## config.mk

```make
export PLATFORM = sky130hd
export DESIGN_NAME = logic_rs_sched
export DESIGN_NICKNAME = d
export VERILOG_FILES = /design/src/rtl/logic_pkg.sv /design/src/rtl/logic_unit.sv /design/src/rtl/logic_rs_sched.sv
export SDC_FILE = /design/constraint.sdc
export NUM_CORES = 2
export LEC_CHECK = 0
export CORE_MARGIN = 5
export CORE_UTILIZATION = 25
export DETAILED_ROUTE_END_ITERATION = 8
export GPL_TIMING_DRIVEN = 0
export MAX_ROUTING_LAYER = met4
export PLACE_DENSITY = 0.44
export SYNTH_ARGS = -nofsm -noshare
export SYNTH_HDL_FRONTEND = slang
export SYNTH_HIERARCHICAL = 1
export SYNTH_SLANG_ARGS = --single-unit
```

## constraint.sdc

```tcl
create_clock -name clk -period 9.8 [get_ports clk]
set_clock_uncertainty 0.05 [all_clocks]
set_input_delay 1.96 -clock clk [delete_from_list [all_inputs] [get_ports clk]]
set_output_delay 1.96 -clock clk [all_outputs]
set_load 0.02 [all_outputs]
```

## src/rtl/logic_pkg.sv

```systemverilog
// logic_pkg
//   Shared definitions for the logic functional unit and its reservation
//   station: opcode encodings, operand width, the station entry layout and
//   an opcode classification helper.
package logic_pkg;

  localparam int DATA_W  = 64;
  // Entry tag fields are sized for the widest producer tag the station
  // supports; narrower tags are zero-extended on the way in.
  localparam int TAG_MAX = 8;

  localparam logic [2:0] LOP_AND  = 3'd0;
  localparam logic [2:0] LOP_XOR  = 3'd1;
  localparam logic [2:0] LOP_NAND = 3'd2;
  localparam logic [2:0] LOP_OR   = 3'd3;
  localparam logic [2:0] LOP_NOT  = 3'd4;
  localparam logic [2:0] LOP_NOR  = 3'd5;
  localparam logic [2:0] LOP_NEG  = 3'd6;
  localparam logic [2:0] LOP_XNOR = 3'd7;

  typedef struct packed {
    logic               busy;
    logic [2:0]         op;
    logic [TAG_MAX-1:0] dest;
    logic               a_rdy;
    logic [TAG_MAX-1:0] a_tag;
    logic [DATA_W-1:0]  a_val;
    logic               b_rdy;
    logic [TAG_MAX-1:0] b_tag;
    logic [DATA_W-1:0]  b_val;
  } rs_entry_t;

  function automatic logic lop_is_unary(input logic [2:0] op);
    return (op == LOP_NOT) || (op == LOP_NEG);
  endfunction

endpackage

```

## src/rtl/logic_unit.sv

```systemverilog
// logic_unit
//   Combinational 64-bit logic unit.
//   op : opcode (see logic_pkg LOP_*)
//   a  : operand A
//   b  : operand B (ignored by NOT and NEG)
//   y  : result
module logic_unit
  import logic_pkg::*;
(
  input  logic [2:0]        op,
  input  logic [DATA_W-1:0] a,
  input  logic [DATA_W-1:0] b,
  output logic [DATA_W-1:0] y
);

  always_comb begin
    y = '0;
    case (op)
      LOP_AND:  y = a & b;
      LOP_XOR:  y = a ^ b;
      LOP_NAND: y = ~(a & b);
      LOP_OR:   y = a | b;
      LOP_NOT:  y = ~a;
      LOP_NOR:  y = ~(a | b);
      LOP_NEG:  y = (~a) + DATA_W'(1);
      LOP_XNOR: y = ~(a ^ b);
      default:  y = '0;
    endcase
  end

endmodule

```

## src/rtl/logic_rs_sched.sv

```systemverilog
// logic_rs_sched
//   Reservation station and issue scheduler for the logic functional unit.
//   Collapsing in-order queue (slot 0 oldest) that snoops the CDB for missing
//   operands, issues the oldest ready entry into logic_unit, and holds the
//   result until the CDB arbiter accepts it.
//
//   clk, rst_n             : clock, async active-low reset
//   flush                  : synchronous squash of all entries and the result
//   disp_*                 : dispatch handshake and operand/tag fields
//   cdb_valid/tag/data     : common data bus snoop
//   res_valid/ready        : result handshake towards the CDB arbiter
//   res_tag, res_data      : held result
//   occupancy              : number of busy entries
module logic_rs_sched #(
  parameter int ENTRIES = 4,
  parameter int TAG_W   = 4,
  parameter int DATA_W  = 64
) (
  input  logic                         clk,
  input  logic                         rst_n,
  input  logic                         flush,
  input  logic                         disp_valid,
  output logic                         disp_ready,
  input  logic [2:0]                   disp_op,
  input  logic [TAG_W-1:0]             disp_dest,
  input  logic                         disp_a_rdy,
  input  logic                         disp_b_rdy,
  input  logic [DATA_W-1:0]            disp_a_val,
  input  logic [DATA_W-1:0]            disp_b_val,
  input  logic [TAG_W-1:0]             disp_a_tag,
  input  logic [TAG_W-1:0]             disp_b_tag,
  input  logic                         cdb_valid,
  input  logic [TAG_W-1:0]             cdb_tag,
  input  logic [DATA_W-1:0]            cdb_data,
  output logic                         res_valid,
  input  logic                         res_ready,
  output logic [TAG_W-1:0]             res_tag,
  output logic [DATA_W-1:0]            res_data,
  output logic [$clog2(ENTRIES):0]     occupancy
);

  import logic_pkg::*;

  localparam int CNT_W = $clog2(ENTRIES) + 1;
  localparam int IDX_W = $clog2(ENTRIES);

  rs_entry_t          ent [ENTRIES];
  rs_entry_t          cap [ENTRIES+1];  // extra always-empty slot feeds the top on a shift
  rs_entry_t          nxt [ENTRIES];
  rs_entry_t          disp_ent;
  logic [CNT_W-1:0]   cnt;
  logic [CNT_W-1:0]   cnt_nxt;
  logic [CNT_W-1:0]   wr_slot;
  logic [IDX_W-1:0]   iss_idx;
  logic               iss_found;
  logic               iss_fire;
  logic               disp_fire;
  logic [DATA_W-1:0]  lu_y;
  logic [TAG_MAX-1:0] cdb_tag_x;

  function automatic rs_entry_t snoop(input rs_entry_t e,
                                      input logic v,
                                      input logic [TAG_MAX-1:0] t,
                                      input logic [DATA_W-1:0] d);
    rs_entry_t r;
    r = e;
    if (e.busy && !e.a_rdy && v && (e.a_tag == t)) begin
      r.a_rdy = 1'b1;
      r.a_val = d;
    end
    if (e.busy && !e.b_rdy && v && (e.b_tag == t)) begin
      r.b_rdy = 1'b1;
      r.b_val = d;
    end
    return r;
  endfunction

  assign cdb_tag_x  = TAG_MAX'(cdb_tag);
  assign disp_ready = (cnt < CNT_W'(ENTRIES));
  assign disp_fire  = disp_valid && disp_ready;
  assign occupancy  = cnt;

  // Incoming entry, already snooped so a same-cycle broadcast is not missed.
  always_comb begin
    rs_entry_t d;
    d       = '0;
    d.busy  = 1'b1;
    d.op    = disp_op;
    d.dest  = TAG_MAX'(disp_dest);
    d.a_rdy = disp_a_rdy;
    d.a_tag = TAG_MAX'(disp_a_tag);
    d.a_val = disp_a_val;
    d.b_rdy = disp_b_rdy || lop_is_unary(disp_op);
    d.b_tag = TAG_MAX'(disp_b_tag);
    d.b_val = disp_b_val;
    disp_ent = snoop(d, cdb_valid, cdb_tag_x, cdb_data);
  end

  always_comb begin
    for (int i = 0; i < ENTRIES; i++) begin
      cap[i] = snoop(ent[i], cdb_valid, cdb_tag_x, cdb_data);
    end
    cap[ENTRIES] = '0;
  end

  // Oldest ready entry wins; readiness is the registered state, so a value
  // captured this cycle issues on the following edge.
  always_comb begin
    iss_found = 1'b0;
    iss_idx   = '0;
    for (int i = ENTRIES - 1; i >= 0; i--) begin
      if (ent[i].busy && ent[i].a_rdy && ent[i].b_rdy) begin
        iss_found = 1'b1;
        iss_idx   = IDX_W'(i);
      end
    end
  end

  assign iss_fire = iss_found && (!res_valid || res_ready);
  assign wr_slot  = iss_fire ? (cnt - CNT_W'(1)) : cnt;
  assign cnt_nxt  = cnt + CNT_W'(disp_fire) - CNT_W'(iss_fire);

  // Collapse above the issued slot, then drop the dispatch into the first
  // free slot of the collapsed queue (always an empty position).
  always_comb begin
    for (int i = 0; i < ENTRIES; i++) begin
      if (iss_fire && (i >= int'(iss_idx))) nxt[i] = cap[i+1];
      else                                  nxt[i] = cap[i];
      if (disp_fire && (CNT_W'(i) == wr_slot)) nxt[i] = disp_ent;
    end
  end

  logic_unit u_lu (
    .op (ent[iss_idx].op),
    .a  (ent[iss_idx].a_val),
    .b  (ent[iss_idx].b_val),
    .y  (lu_y)
  );

  always_ff @(posedge clk or negedge rst_n) begin
    if (!rst_n) begin
      for (int i = 0; i < ENTRIES; i++) ent[i] <= '0;
      cnt       <= '0;
      res_valid <= 1'b0;
      res_tag   <= '0;
      res_data  <= '0;
    end else if (flush) begin
      for (int i = 0; i < ENTRIES; i++) ent[i] <= '0;
      cnt       <= '0;
      res_valid <= 1'b0;
    end else begin
      for (int i = 0; i < ENTRIES; i++) ent[i] <= nxt[i];
      cnt <= cnt_nxt;
      if (iss_fire) begin
        res_valid <= 1'b1;
        res_tag   <= ent[iss_idx].dest[TAG_W-1:0];
        res_data  <= lu_y;
      end else if (res_ready) begin
        res_valid <= 1'b0;
      end
    end
  end

endmodule

```

## Yosys cells after proc, flatten, opt, wreduce, memory -nomap -nowiden

Index checks and enable logic that the tools add are counted.

- Register bits: 704
- Input bits: 219
- Output and inout bits: 73

- Add/subtract/negate cells: 4
- $lt $le $gt $ge: 5
- Equality and inequality tests: 22
- Mux-type cells: 46
- Bitwise operators: 9
- Reduce and logical (&&, ||, !) cells: 69

Operators by type and width:

| kind | count |
|---|---|
| 158-bit 2-to-1 mux | 8 |
| 64-bit 2-to-1 mux | 10 |
| 632-bit 2-to-1 mux | 1 |
| 64-bit case mux with 8 select lines | 1 |
| 158-bit binary-select mux with 2-bit select | 1 |
| 157-bit 2-to-1 mux | 2 |
| 64-bit inverter | 4 |
| 64-bit by 1-bit adder with 64-bit output, second input constant | 1 |
| 64-bit AND | 1 |
| 8-bit by 4-bit == test with 1-bit output | 8 |
| 64-bit OR | 1 |
| 64-bit XOR | 1 |
| 1-bit logical AND | 45 |
| 3-bit == test, second input constant | 6 |
| 1-bit 2-to-1 mux | 17 |
| 3-bit nonzero test | 5 |
| 1-bit logical NOT | 11 |
| 4-bit == test | 2 |
| 2-bit 2-to-1 mux | 4 |
| 4-bit nonzero test | 2 |
| 2-bit by 3-bit == test with 1-bit output, first input constant | 2 |
| 3-bit by 2-bit == test with 1-bit output, second input constant | 2 |
| 3-bit logical NOT | 2 |
| 3-bit 2-to-1 mux | 2 |
| 13 further kinds | 16 |

## Longest topological paths before layout

- Depth in word-level cells: 13
- Mapped depth: 17
- Gate-level depth less buffers: 13

## Cells and area by module

The synthesis kept the hierarchy.

Modules (own cells, without submodules):

| module | times used | cells each | area an instance (um2) | seq. area each (um2) |
|---|---|---|---|---|
| logic_rs_sched | 1 | 4197 | 38570.7 | 16490.8 |
| logic_unit | 1 | 1137 | 7571.0 | 0.0 |

## Least setup slack after synthesis

Ideal clock, no wire load.

- Path type: register -> register
- Start point: reg, netlist name ent[303]
- End point: reg res_data[49]
- Library setup time: 0.125 ns
- Arrival time: 4.111 ns
- Data required time: 9.625 ns
- Path slack: 5.515 ns
- Cell stages (with the launch flop): 16
- Path buffers: 4
- Clock period less this slack: 4.285 ns
- Cells stage by stage: dfrtp_1 and3_1 o211ai_1 clkbuf_1 clkbuf_1 and2_1 a211oi_1 a31oi_1 or4_1 or4_4 or3_1 buf_2 clkbuf_1 nor4_1 o31ai_1 mux2_2

- Longest elaborated chain between the ends: 12
- Elaborated cells on any way between the ends: 31
- Classes of those cells: add/sub: 1; eq/ne: 7; mux: 10; bitwise: 8; reduce/logical: 5

RTL lines:

| element | line | source |
|---|---|---|
| 1-bit logical AND (*) (2 in series) | logic_rs_sched.sv:112 | `if (ent[i].busy && ent[i].a_rdy && ent[i].b_rdy) begin` |
| 2-bit 2-to-1 mux (*) (3 in series) | logic_rs_sched.sv:112 |  |
| 2-bit inverter with 3-bit output (implied by the code) (*) | logic_rs_sched.sv:134, logic_rs_sched.sv:135, logic_rs_sched.sv:136 |  |
| 158-bit binary-select mux with 2-bit select (*) | logic_rs_sched.sv:134, logic_rs_sched.sv:135, logic_rs_sched.sv:136 |  |
| 157-bit 2-to-1 mux (*) (2 in series) | n/a |  |
| 64-bit inverter, or another cell as far along | logic_unit.sv:23, logic_unit.sv:25 |  |
| 64-bit by 1-bit adder with 64-bit output, or another cell as far along | logic_unit.sv:25 | `LOP_NEG: y = (~a) + DATA_W'(1);` |
| 64-bit case mux with 8 select lines (*) | logic_unit.sv:18 | `case (op)` |
| net lu_y[49] | logic_rs_sched.sv:58 | `logic [DATA_W-1:0] lu_y;` |
| end signal: assignment | logic_rs_sched.sv:157 | `res_data <= lu_y;` |
| end: declaration | logic_rs_sched.sv:38 | `output logic [DATA_W-1:0] res_data,` |

The timed path passes the listed nets; every way through them passes the cells marked *. The select of a mux whose other input is x is not followed.
A chain may end at the register's enable or synchronous reset.

## Final worst setup path

- Start point: reg, netlist name ent[303]
- End point: reg res_data[53]

- Longest elaborated chain between the ends: 12
- Elaborated cells on any way between the ends: 31
- Classes of those cells: add/sub: 1; eq/ne: 7; mux: 10; bitwise: 8; reduce/logical: 5

RTL lines:

| element | line |
|---|---|
| 1-bit logical AND (*) (2 in series) | logic_rs_sched.sv:112 |
| 2-bit 2-to-1 mux (*) (3 in series) | logic_rs_sched.sv:112 |
| 2-bit inverter with 3-bit output (implied by the code) (*) | logic_rs_sched.sv:134, logic_rs_sched.sv:135, logic_rs_sched.sv:136 |
| 158-bit binary-select mux with 2-bit select (*) | logic_rs_sched.sv:134, logic_rs_sched.sv:135, logic_rs_sched.sv:136 |
| 157-bit 2-to-1 mux (*) (2 in series) | n/a |
| 64-bit inverter, or another cell as far along | logic_unit.sv:23, logic_unit.sv:25 |
| 64-bit by 1-bit adder with 64-bit output, or another cell as far along | logic_unit.sv:25 |
| 64-bit case mux with 8 select lines (*) | logic_unit.sv:18 |
| net lu_y[53] | logic_rs_sched.sv:58 |

Marked as above.

==> results.toml <==
[routing]
drtIter0Drc = 6009
ant_nets = 0
wl_per_cell_um = 31.6
dr.pass1.iters = 9
routed_wl_um = 259000
drcViolationCount = 0
viasPerCell = 5.87
vias = 48300

[clocking]
clk_pin_slew_ns = 0.06
cts_tree = "done"
post_cts_buffers = 0
numCtsBuffers = 89
insertion_delay_ns = 0.74
cts.htree.levels = 3
clock-sinks = 659
clock_path_buffers = 3
cts_root_buffer = "clkbuf_16"
cts_resized = 0
holdBufCountCts = 0

[global_routing]
grt_pass1_wl_um = 363000
antenna_found_initial = 22
grt_usage = 0.265
grt_overflow = 0
grt_max_degree = 101
grt_pass1_vias = 47300

[sta]
min_period_ns = 8.65
slew-limit-headroom = -0.0408
finalHoldViolations = 0
holdWs_ns = 0.428
tightest_slew_ns = 1.56
fin_crit_sh = 0.883
rsz0062_at_grt = "no"
slew_viol_final = 11
setup_viol = 0
setup_ws_ns = 1.15
fmax_ghz = 0.116
fin_tns_setup_ns = 0

[worst_hold_path]
min_path_cells = 2
hold_path_class = "flop to flop"

[worst_setup_path]
crit_path_end = "res_data[53]$_DFFE_PN0P_"
cp_common_cell = "clkbuf_1"
crit_path_end_kind = "flop"
r2r_setup_slack_ns = 1.15
crit_type = "flop to flop"
critPathRequiredTime_ns = 10.33
timing.rr.end = "res_data[53]$_DFFE_PN0P_"
cp_max_fo = 10
worstRegToRegCells = 17
crit_path_start_kind = "flop"
critPathArrivalTime_ns = 9.18
slowest_stage = "clkbuf_1"
path_cells = "and3_1 -> o211ai_1 -> buf_4 -> clkbuf_1 -> clkbuf_1 -> and2_1 -> a211oi_1 -> a31oi_1 -> clkbuf_1 -> clkbuf_1 -> buf_1 -> clkbuf_1 -> clkbuf_1 -> nand2_1 -> o21ai_0 -> o31ai_1 -> mux2_2"
reg2reg_from = "ent[303]$_DFF_PN0_"
crit_path_start = "ent[303]$_DFF_PN0_"
max_stage_delay_ns = 1.02

[power]
ir_drop_v = 0.000126
p_leak_nw = 22.8
power.density_nw_per_um2 = 241

[yosys]
synthCells = 5334
yosysTopAreaCell = "dfrtp_1"
netlist.area_leader.share = 0.357
syn_nets = 5686
ys_types = 81
syn_area_um2 = 46100
yosysSeqAreaShare = 0.357
synthTopCellsByArea = "dfrtp_1 (36%), a21oi_1 (6.0%), mux2_2 (5.1%)"
ys_ff_latch = 659
avgSynthCellArea_um2 = 8.65
synth_ff_type = "dfrtp_1"
async_reset_ff_frac = 1.00
yosysWarningCount = 6
synth-edff-count = 0

[placed_design]
port_buffers = 224
placedInstanceArea_um2 = 51900
dpl_worst_slack_ns = 1.36
place_congestion = 0.968
dpl.hpwl_um = 190000

[finish]
num-fill-cells = 19500
final_nets = 6014
layout_commonest_cell = "dfrtp_1"
mostFrequentLayoutCells = "dfrtp_1 (659), nand2_1 (568), a21oi_1 (551)"
fin_area_um2 = 54900
drive_above_1_share = 0.111
area_growth_pct = 19.1

[run_status]
status = "complete, but fails checks"
violations = "capacitance limit, slew limit"

[floorplan]
core_um2 = 183000
start_util = 0.252
die_y_um = 440
rows = 157
die_w_um = 440
die_area_um2 = 193000
ios = 292

[job]
cap_violations = 1
where the power goes:
| part | switching [mW] | internal (mW) |
|---|---|---|
| clock | 1.45 | 1.98 |
| sequential | 0.405 | 3.24 |
| combinational | 4.17 | 2.01 |
| total | 6.02 | 7.23 |
how the worst min path moves through the flow:
stage                               from                   end  slack, ns
floorplan           ent[474]$_DFFE_PN0P_  ent[474]$_DFFE_PN0P_       0.40
global placement    ent[552]$_DFFE_PN0P_  ent[552]$_DFFE_PN0P_       0.41
detailed placement  ent[548]$_DFFE_PN0P_  ent[548]$_DFFE_PN0P_       0.42
CTS                 ent[547]$_DFFE_PN0P_  ent[547]$_DFFE_PN0P_       0.43
global route        ent[547]$_DFFE_PN0P_  ent[547]$_DFFE_PN0P_       0.44
finish              ent[554]$_DFFE_PN0P_  ent[554]$_DFFE_PN0P_       0.43
critical path: cells and delay by family, from the launching register on:
family,cells,cell delay [ns]
flops,1,0.44
simple gates,3,0.57
compound gates,5,1.87
mux,1,0.33
buf+inv,8,5.20
Yosys cell counts (11+ instances only):
library cell / n
buf_2: 100
nand4_1: 18
mux2i_1: 181
xnor2_1: 41
a22oi_1: 154
a21o_1: 72
nor2_1: 330
o31ai_2: 97
nand2_1: 568
nand2b_1: 14
mux2_2: 210
buf_1: 87
a211oi_1: 159
nor2b_1: 29
a31oi_1: 148
inv_1: 146
a21oi_1: 552
ha_1: 132
nor3_1: 47
o21a_1: 11
and2_1: 141
a221oi_1: 133
xor2_1: 22
or4_1: 23
buf_6: 15
nor4_1: 37
or3_1: 78
nand3_1: 51
o22ai_1: 236
o221ai_1: 23
o21ai_0: 72
o31ai_1: 117
a222oi_1: 68
dfrtp_1: 659
a311oi_1: 50
clkbuf_1: 382
registers in the layout, indices dropped and copies added, names as in the netlist:
| register | flops |
|---|---|
| ent | 520 |
| res_valid | 1 |
| cap | 67 |
| res_data | 64 |
| res_tag | 4 |
| occupancy | 3 |
layer usage:
metal / vias up / track usage / wire length (um)
met5: - / - / 0
met4: 0 / 0.162 / 18500
met3: 692 / 0.0594 / 21600
met2: 2559 / 0.396 / 114000
met1: 24300 / 0.326 / 105000
li1: 20700 / - / -
cells by family after synthesis:
kind of cell             Yosys count  share of synthesized area
XOR/XNOR                          63                     0.0120
adder cells (fa/ha/maj)          133                     0.0362
AO/OA/AOI/OAI                   1962                      0.298
multiplexers                     395                     0.0919
flip-flops                       659                      0.357
AND/OR/NAND/NOR                 1386                      0.139
buffers and inverters            736                     0.0654
per-stage QoR:
stage,instances,utilization,power (mW)
floorplan,5334,-,7.08
global placement,8022,0.281,9.63
detailed placement,8035,0.283,9.68
CTS,8196,0.299,13.1
global route,8213,0.300,13.8
finish,8219,0.300,13.2
layout make-up:
cell class              count  area [um^2]  share of cell area
diodes                     23         57.6             0.00105
plain buffers             588         2470              0.0450
clock buffers             138         2730              0.0497
clock inverters            23          275             0.00501
inverters                 148          556              0.0101
multi-input cells        3939        26700               0.486
flip-flops and latches    659        16500               0.300
well taps                2464         3080              0.0561
repair buffers            237         2550              0.0464
Power figures use the tool's default switching activity.
